`config.mk`:
```
export PLATFORM = sky130hd
export DESIGN_NAME = exec_cc_stage
export DESIGN_NICKNAME = d
export VERILOG_FILES = /design/src/rtl/exec_cc_stage.sv
export SDC_FILE = /design/constraint.sdc
export NUM_CORES = 1
export LEC_CHECK = 0
export BUFFER_PORTS_ARGS = -buffer_cell sky130_fd_sc_hd__buf_4
export CAP_MARGIN = 10
export CORE_MARGIN = 1
export CORE_UTILIZATION = 40
export DETAILED_ROUTE_END_ITERATION = 16
export GPL_TIMING_DRIVEN = 0
export HOLD_SLACK_MARGIN = 0.06
export PLACE_DENSITY_LB_ADDON = 0.3
export SETUP_SLACK_MARGIN = 0.05
export SYNTH_ARGS = -nofsm -noshare
export SYNTH_HDL_FRONTEND = slang
export SYNTH_SLANG_ARGS = --single-unit
```
`constraint.sdc`:
```
create_clock -name clk -period 6.2 [get_ports clk]
set_input_delay 0.62 -clock clk [delete_from_list [all_inputs] [get_ports clk]]
set_output_delay 0.62 -clock clk [all_outputs]
set_load 0.05 [all_outputs]
```
`src/rtl/exec_cc_stage.sv`:
```
// Y86-64 execute-stage back end: condition-code register, branch/cmov condition
// evaluation, cmov destination cancel and the E/M pipeline register.
module exec_cc_stage #(
  parameter int         WIDTH = 64,
  parameter logic [3:0] RNONE = 4'hF,
  parameter logic [3:0] INOP  = 4'h1
) (
  input  logic             clk,
  input  logic             rst,
  input  logic             e_valid,
  input  logic [3:0]       e_icode,
  input  logic [3:0]       e_ifun,
  input  logic [WIDTH-1:0] e_valE,
  input  logic             e_alu_of,
  input  logic [WIDTH-1:0] e_valA,
  input  logic [3:0]       e_dstE,
  input  logic [3:0]       e_dstM,
  input  logic             cc_block,
  input  logic             m_stall,
  input  logic             m_bubble,
  output logic             e_cnd,
  output logic [3:0]       e_dstE_eff,
  output logic             cc_zf,
  output logic             cc_sf,
  output logic             cc_of,
  output logic             M_valid,
  output logic [3:0]       M_icode,
  output logic [3:0]       M_ifun,
  output logic             M_cnd,
  output logic [WIDTH-1:0] M_valE,
  output logic [WIDTH-1:0] M_valA,
  output logic [3:0]       M_dstE,
  output logic [3:0]       M_dstM
);

  localparam logic [3:0] I_RRMOV = 4'h2;
  localparam logic [3:0] I_OPQ   = 4'h6;

  // Condition table shared by jXX and cmovXX; ifun values above 6 never fire.
  function automatic logic cond_eval(input logic [3:0] ifun, input logic zf,
                                     input logic sf, input logic of);
    logic lt;
    lt = sf ^ of;
    case (ifun)
      4'h0:    cond_eval = 1'b1;
      4'h1:    cond_eval = lt | zf;
      4'h2:    cond_eval = lt;
      4'h3:    cond_eval = zf;
      4'h4:    cond_eval = ~zf;
      4'h5:    cond_eval = ~lt;
      4'h6:    cond_eval = ~lt & ~zf;
      default: cond_eval = 1'b0;
    endcase
  endfunction

  logic cnd_s;
  logic [3:0] dste_eff_s;
  logic cc_we_s;

  // Condition from the registered flags, cmov cancel and CC write enable.
  always_comb begin
    cnd_s      = cond_eval(e_ifun, cc_zf, cc_sf, cc_of);
    dste_eff_s = e_dstE;
    if ((e_icode == I_RRMOV) && !cnd_s) begin
      dste_eff_s = RNONE;
    end else begin
      dste_eff_s = e_dstE;
    end
    cc_we_s = e_valid & (e_icode == I_OPQ) & ~cc_block & ~m_stall;
  end

  assign e_cnd      = cnd_s;
  assign e_dstE_eff = dste_eff_s;

  // Condition-code register; a stall also freezes the flags.
  always_ff @(posedge clk or posedge rst) begin
    if (rst) begin
      cc_zf <= 1'b1;
      cc_sf <= 1'b0;
      cc_of <= 1'b0;
    end else if (cc_we_s) begin
      cc_zf <= (e_valE == {WIDTH{1'b0}});
      cc_sf <= e_valE[WIDTH-1];
      cc_of <= e_alu_of;
    end else begin
      cc_zf <= cc_zf;
      cc_sf <= cc_sf;
      cc_of <= cc_of;
    end
  end

  // E/M pipeline register: stall beats bubble beats load; an empty slot loads a nop.
  always_ff @(posedge clk or posedge rst) begin
    if (rst) begin
      M_valid <= 1'b0;
      M_icode <= INOP;
      M_ifun  <= 4'h0;
      M_cnd   <= 1'b0;
      M_valE  <= {WIDTH{1'b0}};
      M_valA  <= {WIDTH{1'b0}};
      M_dstE  <= RNONE;
      M_dstM  <= RNONE;
    end else if (m_stall) begin
      M_valid <= M_valid;
      M_icode <= M_icode;
      M_ifun  <= M_ifun;
      M_cnd   <= M_cnd;
      M_valE  <= M_valE;
      M_valA  <= M_valA;
      M_dstE  <= M_dstE;
      M_dstM  <= M_dstM;
    end else if (m_bubble || !e_valid) begin
      M_valid <= 1'b0;
      M_icode <= INOP;
      M_ifun  <= 4'h0;
      M_cnd   <= 1'b0;
      M_valE  <= {WIDTH{1'b0}};
      M_valA  <= {WIDTH{1'b0}};
      M_dstE  <= RNONE;
      M_dstM  <= RNONE;
    end else begin
      M_valid <= 1'b1;
      M_icode <= e_icode;
      M_ifun  <= e_ifun;
      M_cnd   <= cnd_s;
      M_valE  <= e_valE;
      M_valA  <= e_valA;
      M_dstE  <= dste_eff_s;
      M_dstM  <= e_dstM;
    end
  end

endmodule
```
==> flow_metrics.env <==
export IMPL_status="complete, no violations"
export IMPL_synth_nets=546
export IMPL_drc=0
export IMPL_cp_required_ps=5580
export IMPL_routed_wl_um=17350
export IMPL_end_kind="primary output"
export IMPL_cts_buffers=17
export IMPL_worst_setup_path_type="flip-flop to primary output"
export IMPL_worst_r2r_setup_slack_ps=4520
export IMPL_ys_seq_elements=149
export IMPL_first_iter_violations=224
export IMPL_grt_overflow_total=0
export IMPL_maxSlewViolCount=0
export IMPL_fin_area_um2=8600
export IMPL_hold_class="primary input to asynchronous set/reset pin"
export IMPL_place_hpwl_um=13160
export IMPL_path_max_fanout=8
export IMPL_grt_pass1_vias=4939
export IMPL_final_nets=870
export IMPL_die_x_um=119.6
export IMPL_multiInputGateArea_um2=1628
export IMPL_rsz0062_at_grt="false"
export IMPL_finalHoldViolations=0
export IMPL_io_buffer_count=304
export IMPL_final_antenna_net_count=0
export IMPL_fp_row_count=42
export IMPL_antenna_found_initial=0
export IMPL_cts_tree="built"
export IMPL_firstDrtPassIters=4
export IMPL_layout_common_cells="buf_4, dfrtp_1, a22o_1"
export IMPL_ys_seq_area_frac=0.6766
export IMPL_ctsRootBufferMaster="clkbuf_16"
export IMPL_diodes=0
export IMPL_timing_hold_ws_ps=255.7
export IMPL_grt_pass1_wl_um=26810
export IMPL_dieArea_um2=14300
export IMPL_synth_cell_types=27
export IMPL_final_layout_size_suffix_gt1_frac=0.4850
export IMPL_final_seq_area_um2=3741
export IMPL_relSlewSlack=0.5443
export IMPL_p_leak_nw=4.494
export IMPL_num_io_pins=305
export IMPL_r2r_end="M_dstE[3]"
export IMPL_worst_slew_pin_slew_ps=683.6
export IMPL_grt_use_total=0.2473
export IMPL_powerDensity_nw_per_um2=292.3
export IMPL_path_cells="xnor2_1 > mux2i_1 > nor2_1 > o311ai_4 > nand2b_1 > buf_4"
export IMPL_final_common_cell="buf_4"
export IMPL_cp_startpoint="cc_of"
export IMPL_setup_viol=0
export IMPL_p_total_mw=2.514
export IMPL_wl_per_cell_um=19.10
export IMPL_path_clk_slew_ps=50
export IMPL_maxCapViolCount=0
export IMPL_gp_congestion=0.8231
export IMPL_fmax_ghz=0.3581
export IMPL_syn_inst=395
export IMPL_grt_max_degree=94
export IMPL_syn2layout_area_growth_pct=55.53
export IMPL_cts_sinks=149
export IMPL_vias=4779
export IMPL_ir_worst_vdd_v=0.0001700
export IMPL_reg2reg_depth=5
export IMPL_critical_path_arrival_ps=2170
export IMPL_min_period_ps=2792
export IMPL_r2r_start="cc_of"
export IMPL_setup_tns_ps=0
export IMPL_syn_cell_area_um2=5529
export IMPL_cts_buffer_depth=2
export IMPL_fin_worst_skew_ps=3.481
export IMPL_cts_max_level=4
export IMPL_avgViaCountPerCell=5.263
export IMPL_post_cts_setup_buffers=0
export IMPL_fin_util=0.6443
export IMPL_insertion_delay_ps=410
export IMPL_fin_crit_sh=0.4504
export IMPL_cp_num_buf_inv=1
export IMPL_crit_slowest_cell="o311ai_4"
export IMPL_yosys_warnings=0
export IMPL_postPlaceCellArea_um2=8064
export IMPL_num_fill_cells=1065
export IMPL_cpLargestDelayFamily="compound AO/OA/AOI/OAI gates"
export IMPL_initial_core_util=0.4142
export IMPL_core_area_um2=13350
export IMPL_cts_hold_buffers=0
export IMPL_startpoint_type="flip-flop"
export IMPL_max_stage_delay_ps=430
export IMPL_synth_avg_cell_area_um2=14.00
export IMPL_die_h_um=119.6
export IMPL_postCtsResizedCells=0
[layout make-up]
cell class | instances | area share
timing repair buffer | 305 | 0.2686
clock buffer | 27 | 0.05616
tap | 176 | 0.02561
inverter | 8 | 0.004074
clock inverter | 5 | 0.006111
multi-input combinational | 206 | 0.1893
buffer | 32 | 0.01513
sequential | 149 | 0.4350
[synth_stat cells]
| cell | instances | area share |
|---|---|---|
| or4_1 | 1 | 0.0014 |
| or3b_2 | 1 | 0.0016 |
| a22o_2 | 1 | 0.0018 |
| a22o_1 | 133 | 0.21 |
| nor2_1 | 12 | 0.0081 |
| a21oi_1 | 9 | 0.0081 |
| nand4_1 | 4 | 0.0045 |
| inv_1 | 8 | 0.0054 |
| o311ai_4 | 1 | 0.0048 |
| nor2b_1 | 4 | 0.0045 |
| o21ai_0 | 2 | 0.0018 |
| xnor2_1 | 1 | 0.0016 |
| a311oi_2 | 1 | 0.0027 |
| nand2b_1 | 4 | 0.0045 |
| nand2_1 | 6 | 0.0041 |
| nor4b_1 | 1 | 0.0016 |
| nor3b_1 | 2 | 0.0027 |
| buf_2 | 8 | 0.0072 |
| clkbuf_1 | 24 | 0.016 |
| o21ai_1 | 1 | 0.00090 |
| mux2_2 | 2 | 0.0041 |
| nor3_1 | 1 | 0.00090 |
| a211oi_2 | 1 | 0.0023 |
| dfstp_2 | 10 | 0.048 |
| nor4_1 | 16 | 0.018 |
| mux2i_1 | 2 | 0.0036 |
| dfrtp_1 | 139 | 0.63 |
[worst max path at each step]
stage / end / slack (ps) / cells after the start
6_report: e_dstE_eff[2] / 3410 / 6
2_1_floorplan: M_cnd / 1590 / 1
3_5_place_dp: e_dstE_eff[2] / 3770 / 6
3_3_place_gp: M_valE[42] / 100 / 2
4_1_cts: e_dstE_eff[2] / 3390 / 6
5_1_grt: e_dstE_eff[2] / 3270 / 6
[power by group]
| part | internal [mW] | switching, mW | leakage [nW] |
|---|---|---|---|
| combinational | 0.186 | 0.328 | 2.26 |
| sequential | 1.03 | 0.0349 | 1.98 |
| clock | 0.572 | 0.363 | 0.259 |
| total | 1.79 | 0.726 | 4.49 |
[cell families after synthesis]
family / share of synthesized area
muxes: 0.007694
AOI/OAI and AO/OA: 0.2331
and+or+nand+nor: 0.05205
DFF: 0.6766
xor gates and xnor gates: 0.001584
buffers and inverters: 0.02897
[through the flow]
stage | worst slack (ps) | std cells
after floorplan | 1589 | 395
after global placement | 98.53 | 875
after detailed placement | 3775 | 876
after CTS | 3385 | 908
after global routing | 3266 | 908
final | 3408 | 908
[per-layer routing]
layer	routed length (um)	share of wire	GRT usage	vias up
met5	0	0	0	-
li1	-	-	-	2170
met1	6823	0.39	0.2933	2381
met3	1238	0.071	0.07747	22
met2	8996	0.52	0.4205	206
met4	289	0.017	0.09141	0
[state kept, by name (all words and copies together) (netlist names), 4 cells and up]
| name | count |
|---|---|
| M_dstE | 4 |
| M_icode | 4 |
| M_valE | 64 |
| M_dstM | 4 |
| M_ifun | 4 |
| M_valA | 64 |
No activity file was read; power rests on OpenSTA's default activity.
